### src/rtl/ctrl_pkg.sv
// Shared types and constants for the multicycle control FSM: state encoding,
// opcode values, ALU function codes and the opcode class bundle.
package ctrl_pkg;

    typedef enum logic [3:0] {
        S_RST,
        S_FETCH,
        S_DECODE,
        S_EXEC,
        S_MEM,
        S_WB,
        S_BRANCH,
        S_WB_LITE,
        S_TRAP
    } state_t;

    localparam logic [5:0] OP_RTYPE = 6'b100000;
    localparam logic [5:0] OP_LI    = 6'b111000;
    localparam logic [5:0] OP_ADDI  = 6'b110000;
    localparam logic [5:0] OP_ANDI  = 6'b110010;
    localparam logic [5:0] OP_ORI   = 6'b110011;
    localparam logic [5:0] OP_B     = 6'b111111;
    localparam logic [5:0] OP_BEQ   = 6'b000000;
    localparam logic [5:0] OP_BNE   = 6'b000001;
    localparam logic [5:0] OP_LW    = 6'b001111;
    localparam logic [5:0] OP_SW    = 6'b011111;

    localparam logic [3:0] ALU_ADD = 4'b0000;
    localparam logic [3:0] ALU_SUB = 4'b0001;
    localparam logic [3:0] ALU_AND = 4'b0010;
    localparam logic [3:0] ALU_OR  = 4'b0011;

    // Table of every legal opcode; the IDX_* constants name its slots.
    localparam int NUM_OPS = 10;
    localparam int IDX_RTYPE = 0;
    localparam int IDX_LI    = 1;
    localparam int IDX_ADDI  = 2;
    localparam int IDX_ANDI  = 3;
    localparam int IDX_ORI   = 4;
    localparam int IDX_B     = 5;
    localparam int IDX_BEQ   = 6;
    localparam int IDX_BNE   = 7;
    localparam int IDX_LW    = 8;
    localparam int IDX_SW    = 9;

    localparam logic [NUM_OPS-1:0][5:0] OP_TABLE = {
        OP_SW, OP_LW, OP_BNE, OP_BEQ, OP_B,
        OP_ORI, OP_ANDI, OP_ADDI, OP_LI, OP_RTYPE
    };

    typedef struct packed {
        logic rtype;
        logic imm;
        logic load;
        logic store;
        logic cbranch;
        logic ubranch;
        logic illegal;
    } op_class_t;

    // ALU function for instructions that take the immediate as operand B.
    function automatic logic [3:0] imm_alu_func(input logic [5:0] op);
        case (op)
            OP_ANDI: return ALU_AND;
            OP_ORI:  return ALU_OR;
            default: return ALU_ADD;
        endcase
    endfunction

endpackage

### src/rtl/ctrl_opdecode.sv
// Combinational opcode-to-class decode shared by the FSM next-state and
// output logic.
module ctrl_opdecode
    import ctrl_pkg::*;
(
    input  logic [5:0] i_opcode,
    output op_class_t  o_class
);

    logic [NUM_OPS-1:0] w_hit;

    generate
        for (genvar gi = 0; gi < NUM_OPS; gi++) begin : g_match
            assign w_hit[gi] = (i_opcode == OP_TABLE[gi]);
        end
    endgenerate

    assign o_class.rtype   = w_hit[IDX_RTYPE];
    assign o_class.imm     = w_hit[IDX_LI] | w_hit[IDX_ADDI] | w_hit[IDX_ANDI] | w_hit[IDX_ORI];
    assign o_class.load    = w_hit[IDX_LW];
    assign o_class.store   = w_hit[IDX_SW];
    assign o_class.cbranch = w_hit[IDX_BEQ] | w_hit[IDX_BNE];
    assign o_class.ubranch = w_hit[IDX_B];
    assign o_class.illegal = ~|w_hit;

endmodule

### src/rtl/multicycle_control.sv
// Multicycle datapath control FSM (FETCH/DECODE/EXEC/MEM/WB/BRANCH).
// Define ILLEGAL_OP_TRAP_EN to trap illegal opcodes and expose the Illegal output.
module multicycle_control
    import ctrl_pkg::*;
#(
    parameter int IW  = 32,
    parameter int OPW = 6
) (
    input  logic          Clk,
    input  logic          Reset,
    input  logic [IW-1:0] Instr,
    input  logic          Zero,
    output logic          IR_LdEn,
    output logic          PC_sel,
    output logic          PC_LdEn,
    output logic          RF_WrEn,
    output logic          RF_WrData_sel,
    output logic          ALU_Bin_sel,
    output logic [3:0]    ALU_func,
    output logic          MEM_WrEn
`ifdef ILLEGAL_OP_TRAP_EN
    ,
    output logic          Illegal
`endif
);

    state_t         r_state;
    state_t         w_state_next;
    logic [OPW-1:0] r_opcode;
    logic [3:0]     r_func;
    logic           r_zero_q;

    logic [OPW-1:0] w_instr_op;
    logic [OPW-1:0] w_dec_opcode;
    op_class_t      w_class;
    logic           w_unused_instr;

    assign w_instr_op     = Instr[IW-1 -: OPW];
    assign w_unused_instr = ^Instr[IW-OPW-1:4];

    // In DECODE the opcode is not latched yet, so classify straight from Instr.
    assign w_dec_opcode = (r_state == S_DECODE) ? w_instr_op : r_opcode;

    ctrl_opdecode u_opdecode (
        .i_opcode (w_dec_opcode),
        .o_class  (w_class)
    );

    always_ff @(posedge Clk) begin
        if (Reset) begin
            r_state  <= S_RST;
            r_opcode <= '0;
            r_func   <= '0;
            r_zero_q <= 1'b0;
        end else begin
            r_state <= w_state_next;
            if (r_state == S_DECODE) begin
                r_opcode <= w_instr_op;
                r_func   <= Instr[3:0];
            end
            if (r_state == S_EXEC) begin
                r_zero_q <= Zero;
            end
        end
    end

    always_comb begin
        w_state_next = r_state;
        case (r_state)
            S_RST:    w_state_next = S_FETCH;
            S_FETCH:  w_state_next = S_DECODE;
            S_DECODE: begin
                if (w_class.ubranch) begin
                    w_state_next = S_BRANCH;
                end else if (w_class.illegal) begin
`ifdef ILLEGAL_OP_TRAP_EN
                    w_state_next = S_TRAP;
`else
                    w_state_next = S_WB_LITE;
`endif
                end else begin
                    w_state_next = S_EXEC;
                end
            end
            S_EXEC: begin
                if (w_class.load || w_class.store) begin
                    w_state_next = S_MEM;
                end else if (w_class.cbranch) begin
                    w_state_next = S_BRANCH;
                end else begin
                    w_state_next = S_WB;
                end
            end
            S_MEM:     w_state_next = w_class.load ? S_WB : S_FETCH;
            S_WB:      w_state_next = S_FETCH;
            S_BRANCH:  w_state_next = S_FETCH;
            S_WB_LITE: w_state_next = S_FETCH;
`ifdef ILLEGAL_OP_TRAP_EN
            S_TRAP:    w_state_next = S_TRAP;
`endif
            default:   w_state_next = S_RST;
        endcase
    end

    always_comb begin
        IR_LdEn       = 1'b0;
        PC_sel        = 1'b0;
        PC_LdEn       = 1'b0;
        RF_WrEn       = 1'b0;
        RF_WrData_sel = 1'b0;
        ALU_Bin_sel   = 1'b0;
        ALU_func      = ALU_ADD;
        MEM_WrEn      = 1'b0;
`ifdef ILLEGAL_OP_TRAP_EN
        Illegal       = 1'b0;
`endif
        case (r_state)
            S_FETCH: IR_LdEn = 1'b1;
            S_EXEC: begin
                if (w_class.rtype) begin
                    ALU_func = r_func;
                end else if (w_class.cbranch) begin
                    ALU_func = ALU_SUB;
                end else if (w_class.imm || w_class.load || w_class.store) begin
                    ALU_Bin_sel = 1'b1;
                    ALU_func    = imm_alu_func(r_opcode);
                end
            end
            S_MEM: begin
                if (w_class.store) begin
                    MEM_WrEn = 1'b1;
                    PC_LdEn  = 1'b1;
                end
            end
            S_WB: begin
                RF_WrEn       = 1'b1;
                RF_WrData_sel = w_class.load;
                PC_LdEn       = 1'b1;
            end
            S_BRANCH: begin
                PC_LdEn = 1'b1;
                PC_sel  = w_class.ubranch
                        | ((r_opcode == OP_BEQ) &  r_zero_q)
                        | ((r_opcode == OP_BNE) & ~r_zero_q);
            end
            S_WB_LITE: PC_LdEn = 1'b1;
`ifdef ILLEGAL_OP_TRAP_EN
            S_TRAP:    Illegal = 1'b1;
`endif
            default: ;
        endcase
    end

endmodule

### config.mk
export PLATFORM = sky130hd
export DESIGN_NAME = multicycle_control
export DESIGN_NICKNAME = d
export VERILOG_FILES = /design/src/rtl/ctrl_pkg.sv /design/src/rtl/ctrl_opdecode.sv /design/src/rtl/multicycle_control.sv
export SDC_FILE = /design/constraint.sdc
export NUM_CORES = 1
export LEC_CHECK = 0
export BUFFER_PORTS_ARGS = -buffer_cell sky130_fd_sc_hd__buf_2
export CAP_MARGIN = 10
export CORE_MARGIN = 10
export CORE_UTILIZATION = 39
export DETAILED_ROUTE_END_ITERATION = 12
export PLACE_DENSITY = 0.73
export SLEW_MARGIN = 5
export SYNTH_ARGS = -nofsm -noshare
export SYNTH_HDL_FRONTEND = slang
export SYNTH_HIERARCHICAL = 1
export SYNTH_SLANG_ARGS = --single-unit
### constraint.sdc
create_clock -name Clk -period 2.4 [get_ports Clk]
set_input_delay 0.48 -clock Clk [delete_from_list [all_inputs] [get_ports Clk]]
set_output_delay 0.48 -clock Clk [all_outputs]
set_load 0.03 [all_outputs]
==> results of run 1 <==
final cells by class:
class / count / share of cell area, %
timing repair buffer: 44 / 22.7
tap: 27 / 2.54
multi-input combinational: 78 / 51.5
clock buffer: 3 / 1.69
inverter: 1 / 0.282
sequential: 14 / 21.3
worst max-delay path by stage:
stage,from,slack [ns],endpoint
2_1_floorplan,r_state[2],-0.03,ALU_Bin_sel
3_3_place_gp,r_state[0],-0.21,ALU_func[1]
3_5_place_dp,r_state[0],-0.28,ALU_func[1]
4_1_cts,r_state[0],-0.44,ALU_func[1]
5_1_grt,r_state[0],-0.57,ALU_func[1]
6_report,r_state[0],-0.47,ALU_func[0]
critical path: cells and delay by family (launching register included):
family,cells,cell delay [ns]
flip-flops,1,0.33
AO/OA/AOI/OAI,1,0.06
buffers and inverters,2,0.34
multiplexers,1,0.39
AND/OR/NAND/NOR,5,0.99
cells in the mapped netlist, types with 2 or more instances:
| cell type | instances | area, um2 |
|---|---|---|
| and3_1 | 3 | 18.8 |
| nor2_1 | 15 | 56.3 |
| and2b_2 | 7 | 61.3 |
| dfxtp_1 | 14 | 280 |
| mux2_2 | 6 | 67.6 |
| clkbuf_1 | 4 | 15.0 |
| nor4b_1 | 2 | 17.5 |
| a211oi_1 | 2 | 15.0 |
| nor3b_1 | 5 | 37.5 |
| a31oi_1 | 2 | 12.5 |
| nand2b_1 | 2 | 12.5 |
| nor3_1 | 4 | 20.0 |
| mux2i_1 | 5 | 50.1 |
| nand2_1 | 4 | 15.0 |
| nand4_1 | 2 | 12.5 |
| o311ai_0 | 2 | 17.5 |
| a21oi_1 | 4 | 20.0 |
cells in the final DEF, fill, tap and decap left out, types with 2 or more instances in the layout:
| master | count |
|---|---|
| dfxtp_1 | 11 |
| nand2_2 | 2 |
| mux2i_1 | 5 |
| and3_1 | 2 |
| buf_4 | 25 |
| nor2_4 | 2 |
| nor3b_1 | 2 |
| nor4b_4 | 2 |
| nand4_1 | 2 |
| mux2_2 | 2 |
| clkbuf_4 | 3 |
| buf_2 | 16 |
| nand2_1 | 3 |
| mux2_4 | 4 |
| nor3_1 | 3 |
| and2b_2 | 7 |
| nor3b_2 | 2 |
| dfxtp_2 | 3 |
| buf_6 | 3 |
| nand2b_1 | 2 |
| nor2_1 | 12 |
| a21oi_1 | 3 |
through the flow:
step | power (mW) | util (%) | cell area (um2) | cells | setup WS, ns
after global routing | 0.692 | 65.8 | 1330 | 167 | -0.568
after global placement | 0.493 | 58.9 | 1190 | 159 | -0.213
after CTS | 0.653 | 65.5 | 1330 | 167 | -0.444
after detailed placement | 0.502 | 58.9 | 1190 | 159 | -0.281
final | 0.657 | 65.8 | 1330 | 167 | -0.465
after floorplan | 0.426 | - | 948 | 98 | -0.0341
logic make-up after synthesis:
group	Yosys count
compound gates	13
xor+xnor	1
mux	11
flops	14
buf+inv	6
simple gates	53
routing by layer:
| metal | GRT usage [%] | wire [um] | vias up |
|---|---|---|---|
| li1 | - | - | 440 |
| met1 | 11.4 | 1010 | 439 |
| met2 | 20.7 | 1360 | 15 |
| met3 | 4.68 | 125 | 2 |
| met4 | 3.14 | 8 | 0 |
| met5 | 0 | 0 | - |
power groups by stage:
stage / Clock, mW / Combinational (mW) / Sequential, mW
final: 0.128 / 0.267 / 0.262
after global routing: 0.142 / 0.285 / 0.264
after CTS: 0.131 / 0.260 / 0.261
after detailed placement: 0 / 0.236 / 0.267
after global placement: 0 / 0.228 / 0.265
after floorplan: 0 / 0.161 / 0.265
repair_timing:
| action | in CTS | in global routing |
|---|---|---|
| pin swaps | 5 | 1 |
| setup endpoints to repair | 9 | 9 |
| buffers inserted | 5 | 0 |
| gates resized for setup | 21 | 3 |
state kept, by name, indices dropped and copies added, names as in the netlist:
name and flops:
r_zero_q 1, r_state 3, r_opcode 6, r_func 4
==> impl_metrics.csv, run 1 <==
group,metric,value,unit
status,outcome,"complete, but fails checks",
status,failed_checks,"setup timing",
power,p_per_area,494,nW/um2
setup_path,timing.rr.start,"r_state[0]",
global_routing,grt_usage,11.3,%
setup_path,reg2reg_setup_slack,0.13,ns
yosys,synth-compound-area-share,11.1,%
sta,maxSlewHeadroom,72.6,%
setup_path,cp.arrival,2.39,ns
floorplan,die_w,66.6,um
placement,dp_hpwl,1.84,mm
setup_path,slowest_delay,0.40,ns
min_path,holdPathStages,3,
setup_path,start_kind,"flop",
layout,layout.nets,177,
min_path,holdPathEnd,"r_func[1]",
sta,fin_crit,2.87,ns
power,power_switching,224,uW
yosys,avgSynthCellArea,8.66,um2
setup_path,crit_chain,"nor3b_2 > buf_6 > mux2_2 > nand4_1 > nor3_2 > or3_4 > nand3_1 > a21oi_4 > buf_4",
sta,slew_violations,0,
setup_path,critPathRequiredTime,1.92,ns
drt,drt_pass1_iterations,4,
global_routing,grt-ovfl-total,0,
yosys,post_synth_instance_area,848,um2
power,seq_power_share,39.8,%
power,leakage,0.568,nW
job,maxCapViolCount,0,
clock_network,htreeDepth,1,
sta,worst_slack,-0.465,ns
clock_network,ctsHoldBuffers,0,
yosys,synth_top_family_by_area,"simple AND/OR/NAND/NOR gates",
yosys,postSynthCellCount,98,
power,p_comb_share,40.7,%
yosys,synth_cell_types,32,
drt,ant_nets,0,
sta,finalClockSkew,0.00809,ns
sta,period_share,119,%
yosys,synthSimpleGateAreaFrac,37.5,%
setup_path,criticalPathCategory,"reg -> out",
clock_network,clkLatencyLatePin,0.28,ns
drt,viasPerCell,5.37,
yosys,synth-edff-count,0,
global_routing,grt_max_degree,15,
drt,wl_per_cell,15.0,um
drt,drc,0,
power,intPower,434,uW
yosys,syn_nets,133,
floorplan,num_rows,16,
floorplan,start_util,42.0,%
yosys,ys_seq_area_share,33.0,%
floorplan,coreArea,2020,um2
layout,fillCellCount,167,
sta,fmax,0.349,GHz
yosys,ys_ff_latch,14,
power,power_frac_clock,19.5,%
global_routing,antenna_found_initial,0,
placement,globalplace.congestion,0.877,
yosys,synth_xor_area_share,1.03,%
clock_network,clk_pin_slew,0.08,ns
power,max-vdd-ir-drop,491,uV
clock_network,cts_root_buf,"clkbuf_4",
layout,area_delta_synth_final,56.9,%
min_path,min_path_type,"in -> reg",
yosys,synth_ff_type,"dfxtp_1",
clock_network,clockBufferDepth,2,
global_routing,grt_pass1_vias,907,
layout,seqCellArea,284,um2
setup_path,r2r_cells,11,
min_path,worstHoldStart,"Instr[1]",
floorplan,die_area,4440,um2
sta,whs,0.436,ns
layout,multi_input_area,686,um2
sta,finalHoldViolations,0,
power,p_sw_share,34.0,%
setup_path,cp_max_fo,7,
sta,rsz0062_at_grt,"yes",
drt,wl,2.50,mm
sta,worstMarginPinSlew,0.406,ns
yosys,synth_warnings,6,
layout,num_antenna_cells,0,
drt,first_iter_violations,10,
global_routing,grt_pass1_wl,4.07,mm
sta,finalSetupViolations,9,
setup_path,r2r_end,"r_state[2]",
clock_network,cts_tree,"done",
yosys,synthMuxAreaShare,13.9,%
layout,layout-drive-gt1-share,60.0,%
floorplan,chipHeight,66.6,um
clock_network,numCtsBuffers,3,
setup_path,cp-end-kind,"output pin",
yosys,synth_fa_ha_area_share,0,%
drt,vias,896,
yosys,synthArstFlopShare,0,%
placement,io_buffers,23,
sta,fin_tns_setup,-3.11,ns
floorplan,ios,46,
setup_path,worst_path_max_delay_cell,"or3_4",
clock_network,cts.sinks,14,
Note: power is estimated with default switching activity, not from simulation.
==> run 2: changes to the inputs <==
--- a/config.mk
+++ b/config.mk
@@ -8,9 +8,10 @@
 export BUFFER_PORTS_ARGS = -buffer_cell sky130_fd_sc_hd__buf_2
 export CAP_MARGIN = 10
 export CORE_MARGIN = 10
-export CORE_UTILIZATION = 39
+export CORE_UTILIZATION = 41
+export CTS_BUF_LIST = sky130_fd_sc_hd__clkbuf_4
 export DETAILED_ROUTE_END_ITERATION = 12
-export PLACE_DENSITY = 0.73
+export PLACE_DENSITY = 0.76
 export SLEW_MARGIN = 5
 export SYNTH_ARGS = -nofsm -noshare
 export SYNTH_HDL_FRONTEND = slang
==> impl_metrics.csv, run 2 (same netlist as run 1, synthesis figures left out) <==
group,metric,value,unit
setup_path,r2r_cells,12,
drt,first_iter_violations,38,
power,p_sw_share,34.8,%
setup_path,reg2reg_setup_slack,0.16,ns
clock_network,ctsHoldBuffers,0,
setup_path,cp.arrival,2.38,ns
drt,ant_nets,0,
power,power_frac_clock,18.7,%
global_routing,grt_pass1_vias,1012,
setup_path,timing.rr.start,"r_state[2]",
sta,fmax,0.349,GHz
layout,layout.nets,187,
clock_network,htreeDepth,1,
placement,dp_cells,161,
placement,io_buffers,23,
clock_network,numCtsBuffers,3,
setup_path,start_kind,"flop",
clock_network,clk_pin_slew,0.08,ns
global_routing,grt.busiest_layer,"met2",
layout,area_delta_synth_final,80.1,%
global_routing,gr-usage-met3,4.58,%
setup_path,cp_max_fo,7,
sta,worst_slack,-0.463,ns
layout,final_cell_mix,"buf_4, buf_6, buf_2",
drt,vias,970,
drt,wl,3.02,mm
sta,rsz0062_at_grt,"yes",
power,intPower,473,uW
power,max-vdd-ir-drop,428,uV
floorplan,die_area,4290,um2
sta,period_share,119,%
setup_path,critPathCapture,"ALU_func[1]",
setup_path,r2r_end,"r_state[2]",
clock_network,cts.sinks,14,
global_routing,antenna_found_initial,0,
power,seq_power_share,36.4,%
power,power_switching,252,uW
sta,fin_crit,2.86,ns
sta,worstMarginPinSlew,0.428,ns
global_routing,grt_pass1_wl,5.02,mm
status,failed_checks,"setup timing",
floorplan,coreArea,1960,um2
floorplan,chipHeight,65.5,um
clock_network,clkLatencyLatePin,0.28,ns
global_routing,grt_max_degree,15,
global_routing,grt_usage,14.8,%
drt,viasPerCell,5.45,
sta,finalSetupViolations,9,
floorplan,start_util,43.2,%
global_routing,grt-ovfl-total,0,
power,p_comb_share,45.0,%
layout,regMostFlops,"r_opcode",
sta,slew_violations,0,
drt,wl_per_cell,17.0,um
power,p_per_area,475,nW/um2
power,leakage,0.636,nW
job,maxCapViolCount,0,
floorplan,num_rows,16,
sta,finalHoldViolations,0,
drt,drc,0,
status,outcome,"complete, but fails checks",
layout,layout.cells.non_filler,178,
layout,num_antenna_cells,0,
setup_path,setup.worst_path.start,"r_state[2]",
setup_path,criticalPathCategory,"reg -> out",
setup_path,cp-end-kind,"output pin",
drt,drt_pass1_iterations,4,
layout,final_common_cell,"buf_4",
sta,finalClockSkew,0.00133,ns
placement,globalplace.congestion,0.893,
floorplan,die_w,65.5,um
layout,layout-drive-gt1-share,66.2,%
sta,maxSlewHeadroom,71.1,%
global_routing,gr-usage-met1,15.0,%
floorplan,ios,46,
clock_network,cts_tree,"done",
clock_network,cts_root_buf,"clkbuf_4",
layout,top_regs,"r_opcode: 6 flops, r_func: 4 flops, r_state: 3 flops",
placement,dp_hpwl,1.87,mm
min_path,min_path_type,"in -> reg",
clock_network,clockBufferDepth,2,
global_routing,grtUsageMet2,26.6,%
setup_path,critPathRequiredTime,1.92,ns
layout,largest_reg_flops,6,
sta,fin_tns_setup,-3.16,ns
-- run 2: cell count changes in the layout (fill, tap and decap cells not counted), sizes merged --
cell    before  now
buf         44   54
clkinv       0    1
-- run 2: cell type report --
cell class,instances,area [um2]
Inverter,1,3.75
Fill cell,120,434
Tap cell,27,33.8
Clock buffer,3,22.5
Timing Repair Buffer,54,434
Multi-Input combinational cell,78,747
Clock inverter,1,3.75
Sequential cell,14,283
-- run 2: power by group through the flow --
stage                     Clock (mW)  Sequential [mW]  Combinational, mW
after floorplan                    0            0.265              0.161
after global routing           0.152            0.266              0.348
after detailed placement           0            0.267              0.240
after global placement             0            0.265              0.233
after CTS                      0.136            0.261              0.298
final                          0.135            0.264              0.326
-- run 2: metrics by stage --
stage               hold WS (ns)  cell area (um2)  power, mW  util [%]  worst slack [ns]
floorplan                  0.451              948      0.426         -           -0.0341
global placement           0.466             1210      0.498      61.5            -0.206
detailed placement         0.487             1210      0.507      61.5            -0.240
CTS                        0.432             1450      0.696      74.0            -0.461
global route               0.426             1530      0.767      77.9            -0.627
finish                     0.431             1530      0.725      77.9            -0.463
-- run 2: what timing repair did --
item / 4_1_cts / 5_1_grt
gates cloned: 0 / 0
setup endpoints to repair: 9 / 9
gates resized for setup: 41 / 13
pin swaps: 11 / 9
setup buffers: 9 / 5
hold endpoints to repair: 0 / 0
-- run 2: worst min path at each step --
stage                   start        end  slack (ns)  depth (start not counted)
floorplan           r_func[0]  r_func[0]        0.45                          2
global placement    r_func[3]  r_func[3]        0.47                          2
detailed placement  r_func[0]  r_func[0]        0.49                          2
CTS                  Instr[1]  r_func[1]        0.43                          3
global route         Instr[0]  r_func[0]        0.43                          3
finish                   Zero   r_zero_q        0.43                          3
-- run 2: critical path, cell delays in order (launching register included) --
cell and delay [ns]:
dfxtp_2 0.34, nor3b_4 0.18, buf_6 0.17, mux2_4 0.33, or2_1 0.25, a211oi_2 0.20
or3_4 0.17, nand4_1 0.12, a21boi_4 0.20, buf_6 0.14
-- run 2: metal layers --
layer	wire length [um]	up-vias
met5	0	-
met4	87	0
met3	116	11
met2	1600	22
met1	1220	472
li1	-	465
